--- config.mk ---
export PLATFORM = sky130hd
export DESIGN_NAME = seg7_frame_receiver
export DESIGN_NICKNAME = d
export VERILOG_FILES = /design/src/rtl/seg7_pkg.sv /design/src/rtl/seg7_to_bcd.sv /design/src/rtl/seg7_frame_receiver.sv
export SDC_FILE = /design/constraint.sdc
export NUM_CORES = 1
export LEC_CHECK = 0
export CAP_MARGIN = 0
export CORE_ASPECT_RATIO = 2
export CORE_UTILIZATION = 58
export CTS_CLUSTER_DIAMETER = 200
export DETAILED_ROUTE_END_ITERATION = 8
export HOLD_SLACK_MARGIN = 0.1
export PLACE_DENSITY = 0.83
export SETUP_SLACK_MARGIN = 0.2
export SLEW_MARGIN = 20
export SYNTH_ARGS = -nofsm -noshare
export SYNTH_HDL_FRONTEND = slang
export SYNTH_SLANG_ARGS = --single-unit
export TNS_END_PERCENT = 30
--- constraint.sdc ---
create_clock -name clk -period 5.53 [get_ports clk]
set_input_delay 1.659 -clock clk [delete_from_list [all_inputs] [get_ports clk]]
set_output_delay 1.659 -clock clk [all_outputs]
set_load 0.01 [all_outputs]
--- src/rtl/seg7_pkg.sv ---
// Shared definitions for the 7-segment digit link: segment patterns
// {a,b,c,d,e,f,g} (a is the MSB) and the receiver frame states.
package seg7_pkg;

  localparam logic [6:0] SEG_0    = 7'b1111110;
  localparam logic [6:0] SEG_1    = 7'b0110000;
  localparam logic [6:0] SEG_2    = 7'b1101101;
  localparam logic [6:0] SEG_3    = 7'b1111001;
  localparam logic [6:0] SEG_4    = 7'b0110011;
  localparam logic [6:0] SEG_5    = 7'b1011011;
  localparam logic [6:0] SEG_6    = 7'b1011111;
  localparam logic [6:0] SEG_7    = 7'b1110000;
  localparam logic [6:0] SEG_8    = 7'b1111111;
  localparam logic [6:0] SEG_9    = 7'b1111011;
  localparam logic [6:0] SEG_DASH = 7'b0000001;

  // Nibble stored in place of a digit whose pattern is not recognised.
  localparam logic [3:0] BCD_BAD  = 4'hF;

  typedef enum logic [1:0] {
    COLLECT = 2'd0,
    CONVERT = 2'd1,
    HOLD    = 2'd2
  } state_t;

endpackage

--- src/rtl/seg7_to_bcd.sv ---
// Combinational segment-pattern to BCD decoder; unknown patterns
// (including the dash) map to 4'hF with valid_o low.
module seg7_to_bcd
  import seg7_pkg::*;
(
  input  logic [6:0] seg_i,
  output logic [3:0] bcd_o,
  output logic       valid_o
);

  always_comb begin
    bcd_o   = BCD_BAD;
    valid_o = 1'b1;
    unique case (seg_i)
      SEG_0:   bcd_o = 4'd0;
      SEG_1:   bcd_o = 4'd1;
      SEG_2:   bcd_o = 4'd2;
      SEG_3:   bcd_o = 4'd3;
      SEG_4:   bcd_o = 4'd4;
      SEG_5:   bcd_o = 4'd5;
      SEG_6:   bcd_o = 4'd6;
      SEG_7:   bcd_o = 4'd7;
      SEG_8:   bcd_o = 4'd8;
      SEG_9:   bcd_o = 4'd9;
      default: valid_o = 1'b0;
    endcase
  end

endmodule

--- src/rtl/seg7_frame_receiver.sv ---
// Collects NDIG segment patterns (MSD first), converts the BCD frame to
// binary by repeated multiply-by-10, and holds the result until consumed.
module seg7_frame_receiver
  import seg7_pkg::*;
#(
  parameter int NDIG  = 4,
  parameter int BIN_W = 14
) (
  input  logic                clk,
  input  logic                reset,
  input  logic [6:0]          seg_in,
  input  logic                seg_valid,
  output logic                seg_ready,
  output logic [4*NDIG-1:0]   bcd_out,
  output logic [BIN_W-1:0]    bin_out,
  output logic                err,
  output logic                out_valid,
  input  logic                out_ready
);

  localparam int FW = 4 * NDIG;
  localparam int CW = (NDIG > 1) ? $clog2(NDIG) : 1;
  localparam logic [CW-1:0] LAST = CW'(NDIG - 1);

  function automatic logic [BIN_W-1:0] mul10_add(input logic [BIN_W-1:0] acc,
                                                 input logic [3:0]       dig);
    logic [BIN_W-1:0] dx;
    dx = (dig > 4'd9) ? '0 : BIN_W'(dig);
    return (acc << 3) + (acc << 1) + dx;
  endfunction

  state_t           state_q, state_d;
  logic [CW-1:0]    cnt_q, cnt_d;
  logic [FW-1:0]    shift_q, shift_d;
  logic [BIN_W-1:0] acc_q, acc_d;
  logic             ferr_q, ferr_d;
  logic [FW-1:0]    bcd_q, bcd_d;
  logic [BIN_W-1:0] bin_q, bin_d;
  logic             err_q, err_d;

  logic [3:0]       dec_bcd;
  logic             dec_ok;
  logic [3:0]       top_dig;
  logic [BIN_W-1:0] acc_nxt;

  seg7_to_bcd u_dec (
    .seg_i   (seg_in),
    .bcd_o   (dec_bcd),
    .valid_o (dec_ok)
  );

  // CONVERT rotates the frame left one nibble per step, so after NDIG steps
  // the shift register is back in its original order for bcd_out.
  assign top_dig = shift_q[FW-1 -: 4];
  assign acc_nxt = mul10_add(acc_q, top_dig);

  always_comb begin
    state_d   = state_q;
    cnt_d     = cnt_q;
    shift_d   = shift_q;
    acc_d     = acc_q;
    ferr_d    = ferr_q;
    bcd_d     = bcd_q;
    bin_d     = bin_q;
    err_d     = err_q;
    seg_ready = 1'b0;
    out_valid = 1'b0;

    unique case (state_q)
      COLLECT: begin
        seg_ready = 1'b1;
        if (seg_valid) begin
          shift_d = (shift_q << 4) | FW'(dec_bcd);
          ferr_d  = ferr_q | ~dec_ok;
          if (cnt_q == LAST) begin
            cnt_d   = '0;
            acc_d   = '0;
            state_d = CONVERT;
          end else begin
            cnt_d = cnt_q + 1'b1;
          end
        end
      end

      CONVERT: begin
        shift_d = (shift_q << 4) | FW'(top_dig);
        acc_d   = acc_nxt;
        if (cnt_q == LAST) begin
          cnt_d   = '0;
          bcd_d   = (shift_q << 4) | FW'(top_dig);
          bin_d   = ferr_q ? '0 : acc_nxt;
          err_d   = ferr_q;
          state_d = HOLD;
        end else begin
          cnt_d = cnt_q + 1'b1;
        end
      end

      HOLD: begin
        out_valid = 1'b1;
        if (out_ready) begin
          ferr_d  = 1'b0;
          state_d = COLLECT;
        end
      end

      default: state_d = COLLECT;
    endcase
  end

  always_ff @(posedge clk or negedge reset) begin
    if (!reset) begin
      state_q <= COLLECT;
      cnt_q   <= '0;
      shift_q <= '0;
      acc_q   <= '0;
      ferr_q  <= 1'b0;
      bcd_q   <= '0;
      bin_q   <= '0;
      err_q   <= 1'b0;
    end else begin
      state_q <= state_d;
      cnt_q   <= cnt_d;
      shift_q <= shift_d;
      acc_q   <= acc_d;
      ferr_q  <= ferr_d;
      bcd_q   <= bcd_d;
      bin_q   <= bin_d;
      err_q   <= err_d;
    end
  end

  assign bcd_out = bcd_q;
  assign bin_out = bin_q;
  assign err     = err_q;

endmodule

Yosys cells after proc, flatten, opt, wreduce, memory -nomap -nowiden
Index checks and enable logic that the tools add are counted.
{"block": "word_totals", "regBits": 65, "inputBits": 11, "out_inout_bits": 33, "word_cells": 64}
{"block": "classes", "add_sub_neg": 3, "order_cmp": 1, "n_eq_ne": 17, "mux": 22, "bitwise": 4, "reduce_logical": 9}
{"operator": "7-bit equality test (second input constant)", "count": 8}
{"operator": "4-bit one-hot mux with 10 select lines", "count": 1}
{"operator": "16-bit by 4-bit bitwise OR with 16-bit output", "count": 2}
{"operator": "16-bit one-hot mux with 2 select lines", "count": 1}
{"operator": "13-bit 2-to-1 mux", "count": 2}
{"operator": "13-bit one-hot mux with 2 select lines", "count": 1}
{"operator": "16-bit 2-to-1 mux", "count": 1}
{"operator": "14-bit adder", "count": 1}
{"operator": "14-bit by 4-bit adder with 14-bit output", "count": 1}
{"operator": "7-bit by 6-bit equality test with 1-bit output (second input constant)", "count": 2}
{"operator": "14-bit 2-to-1 mux", "count": 1}
{"operator": "2-bit 2-to-1 mux", "count": 6}
{"operator": "10-bit OR reduction", "count": 1}
{"operator": "2-bit inequality test (second input constant)", "count": 4}
{"operator": "2-bit one-hot mux with 3 select lines", "count": 1}
{"operator": "3-bit AND reduction", "count": 2}
{"operator": "1-bit 2-to-1 mux", "count": 5}
{"operator": "2-bit equality test (second input constant)", "count": 2}
{"operator": "4-bit > comparator (second input constant)", "count": 1}
{"operator": "4-bit 2-to-1 mux", "count": 1}
{"operator": "2-bit one-hot mux with 2 select lines", "count": 1}
{"operator": "2-bit AND reduction", "count": 2}
{"operator": "4-bit AND reduction", "count": 1}
{"operator": "2-bit nonzero test", "count": 2}
{"operator": "other kinds (6)", "count": 6}

Longest topological paths before layout
{"block": "logic_depth", "ltp_word": 7, "ltp_mapped": 10, "ltp_nobuf": 10}

By module
Synthesis repeated with hierarchy kept, for this count alone.
{"block": "unflattened", "hier_cells": 300, "area_unflattened_um2": 3405.8}
{"mod": "seg7_frame_receiver", "instances": 1, "cells_each": 269, "area_per_inst_um2": 3195.6, "seq_area_each_um2": 1626.6}
{"mod": "seg7_to_bcd", "instances": 1, "cells_each": 31, "area_per_inst_um2": 210.2, "seq_area_each_um2": 0.0}

Worst setup path after synthesis
No wires, ideal clock.
{"block": "synth_path", "path_type": "input -> register", "startpoint": "in seg_in[3]", "endpoint": "reg ferr_q", "setup_time_ns": 0.122, "t_arrival_ns": 2.783, "required_time_ns": 5.408, "setup_slack_ns": 2.625, "stages": 4, "n_path_buf": 0, "path_cell_list": "or4b_2 > a21oi_1 > a211oi_1 > a32o_1"}
{"block": "synth_between", "elab_chain_cells": 7}
{"item": "start: declaration", "line": "seg7_frame_receiver.sv:11", "rtl": "input logic [6:0] seg_in,"}
{"item": "7-bit equality test or 7-bit by 6-bit equality test with 1-bit output (tied branches)", "line": "seg7_to_bcd.sv:14", "rtl": "unique case (seg_i)"}
{"item": "10-bit OR reduction (no line) *"}
{"item": "1-bit 2-to-1 mux *", "line": "seg7_to_bcd.sv:14"}
{"item": "1-bit NOT *", "line": "seg7_frame_receiver.sv:74", "rtl": "ferr_d = ferr_q | ~dec_ok;"}
{"item": "1-bit bitwise OR *", "line": "seg7_frame_receiver.sv:74"}
{"item": "1-bit 2-to-1 mux *", "line": "seg7_frame_receiver.sv:72", "rtl": "if (seg_valid) begin"}
{"item": "1-bit one-hot mux with 2 select lines *", "line": "seg7_frame_receiver.sv:69", "rtl": "unique case (state_q)"}
{"item": "end signal: assignment", "line": "seg7_frame_receiver.sv:126", "rtl": "ferr_q <= ferr_d;"}
{"item": "end: declaration", "line": "seg7_frame_receiver.sv:36", "rtl": "logic ferr_q, ferr_d;"}
Every way passes the cells marked *; elsewhere a longest branch is shown, timed or not. The select of a mux whose other input is x is not followed.
A chain may end at the register's enable or synchronous reset.

Final worst setup path
{"block": "layout_path", "startpoint": "reg state_q[0]", "endpoint": "out out_valid"}
{"block": "layout_between", "elab_chain_cells": 2}
{"item": "start: declaration", "line": "seg7_frame_receiver.sv:32", "rtl": "state_t state_q, state_d;"}
{"item": "start signal: assignment", "line": "seg7_frame_receiver.sv:122", "rtl": "state_q <= state_d;"}
{"item": "2-bit equality test", "line": "seg7_frame_receiver.sv:69"}
{"item": "1-bit 2-to-1 mux", "line": "seg7_frame_receiver.sv:69"}
{"item": "end: declaration", "line": "seg7_frame_receiver.sv:17", "rtl": "output logic out_valid,"}
Every way passes these cells.

==> flow_summary.ini <==
[floorplan]
initial_core_util = 0.5955
die_h_um = 109.8
io_pins = 44
die_w_um = 55.91
core-area_um2 = 5660
dieArea_um2 = 6139
rows = 39

[power]
p_per_area_nw_per_um2 = 590.5
finalPower_mw = 2.451
irDropWorstVdd_mv = 0.4463
p_leak_nw = 1.926

[layout]
nets = 406
layout-area-overhead-vs-synth_pct = 23.13
fillers = 400
drive_gt1_frac = 0.1147
mostFrequentLayoutCells = 65 x dfrtp_1, 63 x nand2_1, 42 x clkdlybuf4s50_1, 23 x ha_1, 19 x o21ai_0
final_common_cell = dfrtp_1
multiInputGateArea_um2 = 1664
regArea_um2 = 1627
num_antenna_cells = 0

[worst_hold_path]
hp-class = reg2reg

[logic_synthesis]
yosys.cell_types.count = 43
netlist_top_cells_area = dfrtp_1 48%, ha_1 8.5%, nand2_1 7.0%, mux2_2 5.7%, a22o_1 3.1%
synth_area_leader_cell = dfrtp_1
ys_seq_area_frac = 0.4826
async_flop_share = 1.000
syn_area_per_cell_um2 = 10.37
synth_enable_flop_cells = 0
ys.flop_type = dfrtp_1
syn_nets = 361
ys_warn_count = 0
synth_top_area_frac = 0.4826
syn-cell-area_um2 = 3371
netlist_instances = 325
ys_ff_latch = 65

[sta]
layout_setup_ws_ns = 2.231
setup_tns_ns = 0
skew_ns = 0.005006
rsz0062_at_grt = no
max_freq_mhz = 303.1
slew_headroom = 0.4083
finalSetupViolCount = 0
timing.final.hold_violations = 0
drv_slew = 0
worst_pin_slew_ns = 0.8857
fin_crit_sh = 0.5965
timing.final.crit_period_ns = 3.299

[clock_network]
cts_max_path_buffers = 2
post-cts-setup-buffer-count = 0
holdBufCountCts = 0
numClockSinks = 65
htreeDepth = 3
path_clk_slew_ns = 0.05
cts_resized = 0
cts_root_buffer = clkbuf_16
cts_made_buffers = 9
cts_tree = yes
clk_latency_ns = 0.33

[route]
route.met2.wl_um = 4384
highest_layer = met4
dr.pass1.iters = 4
post-route-drc-count = 0
vias_per_cell = 6.209
ant_nets = 0
wl_per_cell_um = 17.86
drtIter0Drc = 88
wl_met1_um = 2752
wl_met3_um = 245
finalWirelength_um = 7785
vias = 2707

[placement]
dp_hpwl_um = 5675
pre_cts_ws_ns = 2.026
globalplace.congestion = 0.9139
portBuffers = 43

[worst_setup_path]
r2r_start = shift_q[14]
crit_type = reg2out
cp.arrival_ns = 1.64
crit_path_end = out_valid
r2r_end = bin_out[8]
cp_max_fo = 10
critPathLaunchType = flip-flop
reg2reg_depth = 10
cp.required_ns = 3.87
reg2reg_slack_ns = 2.62
crit_start = state_q[0]
endpoint_kind = output pin

[global_route]
grt.total_usage = 0.2800
grt-ovfl-total = 0
grt_pass1_wl_um = 12720
antenna_found_initial = 0
grt_pass1_vias = 2752
grt_max_degree = 40

[status]
outcome = finished, final reports clean

[job]
cap_violations = 0
-- worst min path at each step --
stage,cells after the start,start,end
floorplan,2,cnt_q[1],cnt_q[1]
global placement,2,bin_out[11],bin_out[11]
CTS,2,bin_out[11],bin_out[11]
finish,2,bin_out[11],bin_out[11]
detailed placement,2,bin_out[11],bin_out[11]
global route,2,bin_out[11],bin_out[11]
-- state kept, by name (all words and copies together) (netlist names) --
name,count
err,1
shift_q,16
state_q,2
acc_q,13
ferr_q,1
bcd_out,16
cnt_q,2
bin_out,14
-- where the power goes --
part | leakage (nW) | internal [mW] | switching [mW]
combinational | 0.969 | 0.506 | 0.570
clock | 0.142 | 0.359 | 0.201
sequential | 0.816 | 0.658 | 0.157
-- synthesized netlist by cell type (2+ instances only) --
cell type and n:
o21ai_0 19, a21oi_1 15, dfrtp_1 65, a211oi_1 3, o41ai_1 2, nand3_1 6, o31ai_1 5, ha_1 23
a32o_1 5, nor2b_1 4, o21a_1 3, nor3_1 3, o31a_1 2, nand2_1 63, nor2_1 12, fa_1 2
mux2_2 17, clkbuf_1 11, nand3b_1 5, xor2_1 4, a22o_1 12, nand2b_1 6, a21o_1 4, xnor2_1 6
nor4_1 3, inv_1 8
-- metrics by stage --
| stage | utilization | hold slack (ns) | area [um^2] | cells |
|---|---|---|---|---|
| 3_5_place_dp | 0.6806 | 0.4638 | 3852 | 420 |
| 3_3_place_gp | 0.6806 | 0.4622 | 3852 | 420 |
| 6_report | 0.7332 | 0.4708 | 4150 | 436 |
| 2_1_floorplan | - | 0.4498 | 3371 | 325 |
| 4_1_cts | 0.7332 | 0.4763 | 4150 | 436 |
| 5_1_grt | 0.7332 | 0.5149 | 4150 | 436 |
-- area by class of cell --
cell class,instances,area share
clock inverter,5,0.01326
tap,61,0.01839
timing repair buffer,47,0.1097
sequential,65,0.3919
multi-input combinational,239,0.4010
clock buffer,11,0.05849
inverter,8,0.007235
-- critical path, stage by stage, from the launching register on --
cell,delay (ns)
dfrtp_1,0.48
nand2b_1,0.21
inv_1,0.08
clkdlybuf4s50_1,0.53
-- per-layer routing --
metal / vias to the layer above / track usage
met1: 1338 / 0.2639
met3: 37 / 0.05647
met2: 79 / 0.5422
met5: - / 0
li1: 1253 / -
met4: 0 / 0.1707
-- kinds of logic (layout without fill, tap and decap cells) --
kind of cell	after synthesis	count (layout)	synth area share
compound gates	76	76	0.1604
fa+ha+maj	25	25	0.09725
mux	17	17	0.05679
flops	65	65	0.4826
simple gates	111	111	0.1533
xor+xnor	10	10	0.02598
buf+inv	21	71	0.02375
No activity file was read; power rests on OpenSTA's default activity.
